**config.mk**
```make
export PLATFORM = sky130hd
export DESIGN_NAME = half_sub_flat
export DESIGN_NICKNAME = d
export VERILOG_FILES = /design/src/rtl/half_sub_if.sv /design/src/rtl/half_sub.sv /design/src/flat_wrapper.sv
export SDC_FILE = /design/constraint.sdc
export NUM_CORES = 1
export LEC_CHECK = 0
export BUFFER_PORTS_ARGS = -buffer_cell sky130_fd_sc_hd__buf_2
export CAP_MARGIN = 20
export CORE_MARGIN = 1.5
export CORE_UTILIZATION = 43
export DETAILED_ROUTE_END_ITERATION = 12
export PLACE_DENSITY_LB_ADDON = 0.12
export SLEW_MARGIN = 10
export SYNTH_ARGS = -nofsm -noshare
export SYNTH_HDL_FRONTEND = slang
export SYNTH_SLANG_ARGS = --single-unit
```
**constraint.sdc**
```tcl
create_clock -name clk -period 1.3 [get_ports clk]
set_clock_uncertainty 0.1 [all_clocks]
set_input_delay 0.195 -clock clk [delete_from_list [all_inputs] [get_ports clk]]
set_output_delay 0.195 -clock clk [all_outputs]
set_load 0.05 [all_outputs]
```
**src/rtl/half_sub_if.sv**
```systemverilog
// Bundle for the half subtractor: operand/qualifier inputs plus the
// combinational and registered result outputs.
interface half_sub_if #(
  parameter int unsigned CNT_W = 8
);
  logic             a;
  logic             b;
  logic             in_valid;
  logic             cnt_clr;
  logic             diff;
  logic             borrow;
  logic             diff_q;
  logic             borrow_q;
  logic             out_valid;
  logic [CNT_W-1:0] borrow_cnt;

  // Driver side: supplies operands, observes results.
  modport master (
    output a, b, in_valid, cnt_clr,
    input  diff, borrow, diff_q, borrow_q, out_valid, borrow_cnt
  );

  // Subtractor side.
  modport slave (
    input  a, b, in_valid, cnt_clr,
    output diff, borrow, diff_q, borrow_q, out_valid, borrow_cnt
  );
endinterface

```
**src/rtl/half_sub.sv**
```systemverilog
// 1-bit half subtractor (a - b). Combinational diff/borrow are always live;
// a valid-qualified registered copy and a saturating borrow-event counter
// sit alongside for clocked datapaths and status monitoring.
module half_sub #(
  parameter int unsigned CNT_W = 8
) (
  input logic       clk,
  input logic       rst_n,
  half_sub_if.slave bus
);

  logic             diff_c;
  logic             borrow_c;

  logic             diff_reg_d,   diff_reg_q;
  logic             borrow_reg_d, borrow_reg_q;
  logic             valid_d,      valid_q;
  logic [CNT_W-1:0] cnt_d,        cnt_q;

  // Pure combinational arithmetic; independent of clock and reset.
  always_comb begin
    diff_c   = bus.a ^ bus.b;
    borrow_c = ~bus.a & bus.b;
  end

  // Next-state: capture on valid, otherwise hold; counter clear beats increment.
  always_comb begin
    diff_reg_d   = diff_reg_q;
    borrow_reg_d = borrow_reg_q;
    valid_d      = bus.in_valid;
    cnt_d        = cnt_q;
    if (bus.in_valid) begin
      diff_reg_d   = diff_c;
      borrow_reg_d = borrow_c;
    end
    if (bus.cnt_clr) begin
      cnt_d = '0;
    end else if (bus.in_valid && borrow_c && (cnt_q != {CNT_W{1'b1}})) begin
      cnt_d = cnt_q + CNT_W'(1);
    end
  end

  // State registers with asynchronous active-low clear.
  always_ff @(posedge clk or negedge rst_n) begin
    if (!rst_n) begin
      diff_reg_q   <= 1'b0;
      borrow_reg_q <= 1'b0;
      valid_q      <= 1'b0;
      cnt_q        <= '0;
    end else begin
      diff_reg_q   <= diff_reg_d;
      borrow_reg_q <= borrow_reg_d;
      valid_q      <= valid_d;
      cnt_q        <= cnt_d;
    end
  end

  assign bus.diff       = diff_c;
  assign bus.borrow     = borrow_c;
  assign bus.diff_q     = diff_reg_q;
  assign bus.borrow_q   = borrow_reg_q;
  assign bus.out_valid  = valid_q;
  assign bus.borrow_cnt = cnt_q;

endmodule

```
**src/flat_wrapper.sv**
```systemverilog
// flat-port wrapper written by rule: the top's interface ports become plain ports
module half_sub_flat 
#(
  parameter int unsigned CNT_W = 8
)
  (clk, rst_n, bus_a, bus_b, bus_in_valid, bus_cnt_clr, bus_diff, bus_borrow, bus_diff_q, bus_borrow_q, bus_out_valid, bus_borrow_cnt);
  half_sub_if #(.CNT_W(CNT_W)) bus_i ();
  input logic clk;
  input logic rst_n;
  input wire logic [$bits(bus_i.a)-1:0] bus_a;
  input wire logic [$bits(bus_i.b)-1:0] bus_b;
  input wire logic [$bits(bus_i.in_valid)-1:0] bus_in_valid;
  input wire logic [$bits(bus_i.cnt_clr)-1:0] bus_cnt_clr;
  output wire logic [$bits(bus_i.diff)-1:0] bus_diff;
  output wire logic [$bits(bus_i.borrow)-1:0] bus_borrow;
  output wire logic [$bits(bus_i.diff_q)-1:0] bus_diff_q;
  output wire logic [$bits(bus_i.borrow_q)-1:0] bus_borrow_q;
  output wire logic [$bits(bus_i.out_valid)-1:0] bus_out_valid;
  output wire logic [$bits(bus_i.borrow_cnt)-1:0] bus_borrow_cnt;
  assign bus_i.a = bus_a;
  assign bus_i.b = bus_b;
  assign bus_i.in_valid = bus_in_valid;
  assign bus_i.cnt_clr = bus_cnt_clr;
  assign bus_diff = bus_i.diff;
  assign bus_borrow = bus_i.borrow;
  assign bus_diff_q = bus_i.diff_q;
  assign bus_borrow_q = bus_i.borrow_q;
  assign bus_out_valid = bus_i.out_valid;
  assign bus_borrow_cnt = bus_i.borrow_cnt;
  half_sub #(.CNT_W(CNT_W)) u_core (.clk(clk), .rst_n(rst_n), .bus(bus_i));
endmodule
```
Yosys cells after proc, flatten, opt, wreduce, memory -nomap -nowiden --
Index checks and enable logic that the tools add are counted.
Cells by class: order comparisons 0, reduce and logical (&&, ||, !) cells 3, bitwise operators 3, equality and inequality tests 1, mux-type cells 2, add/subtract/negate cells 1, div/mod/pow operators 0, multipliers 0, shift operators 0
Operator list (number):
- two-way mux 8 bit | 2
- adder 8 x 1 -> 8 bit (second input constant) | 1
- inequality test 8 bit (second input constant) | 1
- logical AND 1 bit | 2
- nonzero test 2 bit | 1
- AND 1 bit | 1
- NOT 1 bit | 1
- XOR 1 bit | 1
Storage, ports and cells: word-level logic and storage cells 14, memories kept 0, latch bits 0, bits in registers 11, output and inout bits 13, bits in writable memories 0, memory bits (read-only) 0

Longest topological paths before layout --
depth in word-level cells 6, mapped depth 5

Least setup slack after synthesis --
No wires, ideal clock.
kind flip-flop to flip-flop, from reg u_core.cnt_q[0] (netlist: u_core.bus.borrow_cnt[0]), to reg u_core.cnt_q[6] (netlist: u_core.bus.borrow_cnt[6]), buffers on the path 0, cell stages (with the launch flop) 5, data arrival time 1516 ps, setup slack -449 ps, cells stage by stage dfrtp_1 ha_1 nand4_1 nor4b_1 nor3b_1
Between the ends: cells in the longest elaborated chain, start to end 3, elaborated cells on any way between the ends 6, those cells by class add/sub: 1; eq/ne: 1; mux: 2; reduce/logical: 2
Ends and longest elaborated chain:
- start: declaration | RTL line half_sub.sv:18 | logic [CNT_W-1:0] cnt_d, cnt_q;
- start signal: assignment | RTL line half_sub.sv:54 | cnt_q <= cnt_d;
- adder 8 x 1 -> 8 bit / inequality test 8 bit (equally long branches) | RTL line half_sub.sv:39, half_sub.sv:38
- two-way mux 8 bit / logical AND 1 bit (equally long branches) | RTL line half_sub.sv:38 | end else if (bus.in_valid && borrow_c && (cnt_q != {CNT_W{1'b1}})) begin
- two-way mux 8 bit / nonzero test 2 bit (equally long branches)
Parallel ways exist; a longest one is shown, timed or not. The select of a mux whose other input is x is not followed. A chain may end at the register's enable or synchronous reset.

Worst setup path after layout --
from reg u_core.cnt_q[6] (netlist: u_core.bus.borrow_cnt[6]), to reg u_core.cnt_q[5] (netlist: u_core.bus.borrow_cnt[5])
Between the ends: cells in the longest elaborated chain, start to end 3
Ends and longest elaborated chain (RTL line):
- inequality test 8 bit | half_sub.sv:38
- logical AND 1 bit | half_sub.sv:38
- nonzero test 2 bit (no line)
Every way passes these cells.

==> results <==
- Total power for the finished layout comes to 732 uW.
- At the later pin of the worst-skew pair, clock insertion delay measures 0.27 ns.
- The number of core rows is 13.
- The kind of cell adding the most delay to the critical path is flip-flops.
- The worst hold path belongs to the class primary input to flip-flop.
- The achievable clock frequency is 743 MHz.
- Setup total negative slack on the finished layout was measured at -0.163 ns.
- The overall die width is 40.6 um.
- The highest fanout seen on the critical path is 4.
- After synthesis, the cell types taking the most area are dfrtp_1, a211oi_1, ha_1, and3_4, a31oi_4.
- The measured slew at the worst slew-check pin is 0.289 ns.
- The largest stage delay on the critical path is 0.41 ns.
- Max-cap violations in this run came to 0.
- The global router's overall resource usage is 0.214.
- Clock-pin slew was measured on the worst setup and hold paths at 0.07 ns.
- The worst path setup slack after routing is -0.0466 ns.
- CTS built an H-tree with a depth of 1.
- The final critical path time including I/O delays and setup is 1.35 ns.
- Counting along the longest clock path gives a buffer depth of 2.
- Of the available clock period, the critical path in the final layout requires 1.04.
- In this run the cell area of the synthesized design comes to 609 um^2.
- STA classifies the critical path startpoint as a flip-flop.
- The slowest stage of the critical path is the dfrtp_2 cell.
- The number of sinks on the clock net is 11.
- The worst slack at placement is -0.0258 ns.
- In the routed layout, each cell is associated on average with a via count of 5.73.
- Setup repair after global routing could not meet its margin everywhere.
- Traced cell by cell, the critical path runs through and3_4 > buf_4 > a211oi_1 > a211oi_1.
- The sort of element at the end of the critical path is a flip-flop.
- The required arrival time at the worst endpoint is 1.34 ns.
- After synthesis, the share of flip-flops with an asynchronous set or reset is 1.00.
- The global placement routability congestion is 0.722.
- Across all hold checks on the routed design, the worst slack comes to 0.0197 ns.
- The reg2reg setup slack is -0.05 ns.
- The final routed wire length divided by cell count is 14.6 um.
- The post-layout net count is 100.
- The instance count along the most critical hold path is 1.
- The initial core utilization is 0.462.
- The overall routed net length is 1550 um.
- The number of different library cells used by synthesis comes to 28.
- In this run the mean area of a mapped cell was 10.7 um^2.
- The top flip-flop cell by instance count after synthesis is dfrtp_1.
- Power spread over the standard cell area amounts to 736 mW/mm^2.
- The number of synthesis warnings is 0.
- The flow ran to the end, but the final reports show violations.
- For this block, the via count after detailed routing is 607.
- Of the cells placed in the final design, the portion with a size suffix greater than 1 is 0.593.
- Entering global routing, the biggest net connects 12 pins.
- The first detailed-routing pass took 4 iterations.
- The number of primary I/O pins is 19.
- The final-report hold violation count is 0.
- Relative to the synthesized area, the layout overhead comes to 63.2%.
- The cell repeated most along the worst path is a211oi_1.
- The remaining global-route overflow is 0.
- The data arrival time of the critical path is 1.39 ns.
- The commonest cells after synthesis are dfrtp_1, inv_1, a211oi_1, nand3_1.
- The core box area is 0.00132 mm^2.
- The worst register-to-register path has a depth of 4.
- IR analysis of the VDD net gives a maximum drop of 633 uV.
- The number of enable flip-flop cells after synthesis is 0.
- In this run the number of cells on the critical path is 4.
- The cell taking the most area after synthesis is dfrtp_1.
- The post-synthesis sequential area ratio is 0.452.
- The residual DRC count is 0.
- The checks that failed: setup timing.
- The number of buffers added on ports is 18.
- The root buffer cell chosen for the clock tree is clkbuf_4.
- The normalized max-slew margin is 0.806.
- The count of nets left with antenna violations after detail routing is 0.
- The DRC violation total after the first TritonRoute iteration is 20.
- The synthesized instance count is 57.
- The half-perimeter wire length of the detailed placement result is 1030 um.
- Setup violations remaining at the end of the flow were counted as 5.
- The layout has 76 filler cells.
- Summed over all cells, the static leakage comes to 0.402 nW.
- The post-synth net total is 65.
- 0 antenna diodes ended up in the layout.
- The number of global-route vias before repair was 515.
- Of the post-synthesis cell area, the dominant cell type holds 0.452.
- TritonCTS created 3 clock buffers.
- The floorplan step defined a die boundary enclosing 0.00165 mm^2.
- The setup path with the least slack is of type flip-flop to flip-flop.
- The total buffers and inverters traversed by the critical path is 1.
- The core utilization of the finished layout is 0.755.
- The initial antenna violation count came to 0.
- The first global-routing pass estimated 2240 um of wire.
- In this run, synthesis produced a sequential element count of 11.
- The number of max-slew violations in the final report is 0.
- Among all cell types in the netlist, the one instantiated most often is dfrtp_1.
- The TritonCTS clock tree is yes.
- The chip height is 40.6 um.
metal layers:
metal	track usage	vias to the layer above	routed length (um)
li1	-	287	-
met1	0.269	283	690
met2	0.321	27	751
met3	0.0489	10	59
met4	0.150	0	50
met5	0	-	0
worst register-to-register path, cell delays in order (launching register included):
cell,delay (ns)
dfrtp_2,0.41
and3_4,0.20
buf_4,0.15
a211oi_1,0.26
a211oi_1,0.11
where the power goes:
part | switching (mW) | internal (mW)
sequential | 0.00557 | 0.353
clock | 0.114 | 0.119
combinational | 0.0949 | 0.0454
flip-flops by register name, summed over array words and instances (netlist names):
| signal | cells |
|---|---|
| u_core.bus.borrow_cnt | 8 |
| u_core.bus.borrow_q | 1 |
| u_core.bus.diff_q | 1 |
| u_core.bus.out_valid | 1 |
per-stage QoR:
step	instance area [um^2]	std cells
finish	995	106
global route	995	106
CTS	940	106
detailed placement	832	100
global placement	832	100
floorplan	644	57
layout make-up:
class,count,area [um^2],area share
Inverter,5,18.8,0.0189
Tap cell,15,18.8,0.0189
Sequential cell,11,285,0.287
Timing Repair Buffer,31,274,0.275
Clock buffer,4,26.3,0.0264
Multi-Input combinational cell,40,372,0.374
path summary, 6_finish.rpt:
path / from / to
min: bus_in_valid / u_core.bus.out_valid
max in group asynchronous: rst_n / u_core.bus.borrow_cnt[1]
min reg2reg: u_core.bus.diff_q / u_core.bus.diff_q
max reg2reg: u_core.bus.borrow_cnt[6] / u_core.bus.borrow_cnt[5]
max: u_core.bus.borrow_cnt[6] / u_core.bus.borrow_cnt[5]
min in group asynchronous: rst_n / u_core.bus.out_valid
kinds of logic after synthesis:
logic type	count (synthesis)	share of synthesized area
simple gates	23	0.248
compound gates	12	0.162
flops	11	0.452
buf+inv	6	0.0370
mux	3	0.0595
fa+ha+maj	2	0.0411
placed cells by master, fill, tap and decap left out, types with 2 or more instances in the layout:
cell	n
buf_2	10
dfrtp_2	8
inv_1	5
nand3_1	3
ha_4	2
dfrtp_1	3
nand4_1	2
buf_8	4
nand2b_1	2
o21bai_1	2
a211oi_1	3
clkbuf_4	3
and3_4	2
buf_6	9
nand2_1	2
buf_4	7
repair_timing:
item,4_1_cts,5_1_grt
pin swaps,3,1
setup endpoints to repair,11,15
hold buffers,1,0
buffers inserted,1,0
gates resized for setup,18,14
endpoints found under the hold margin,11,0
(Power assumes the default switching activity.)
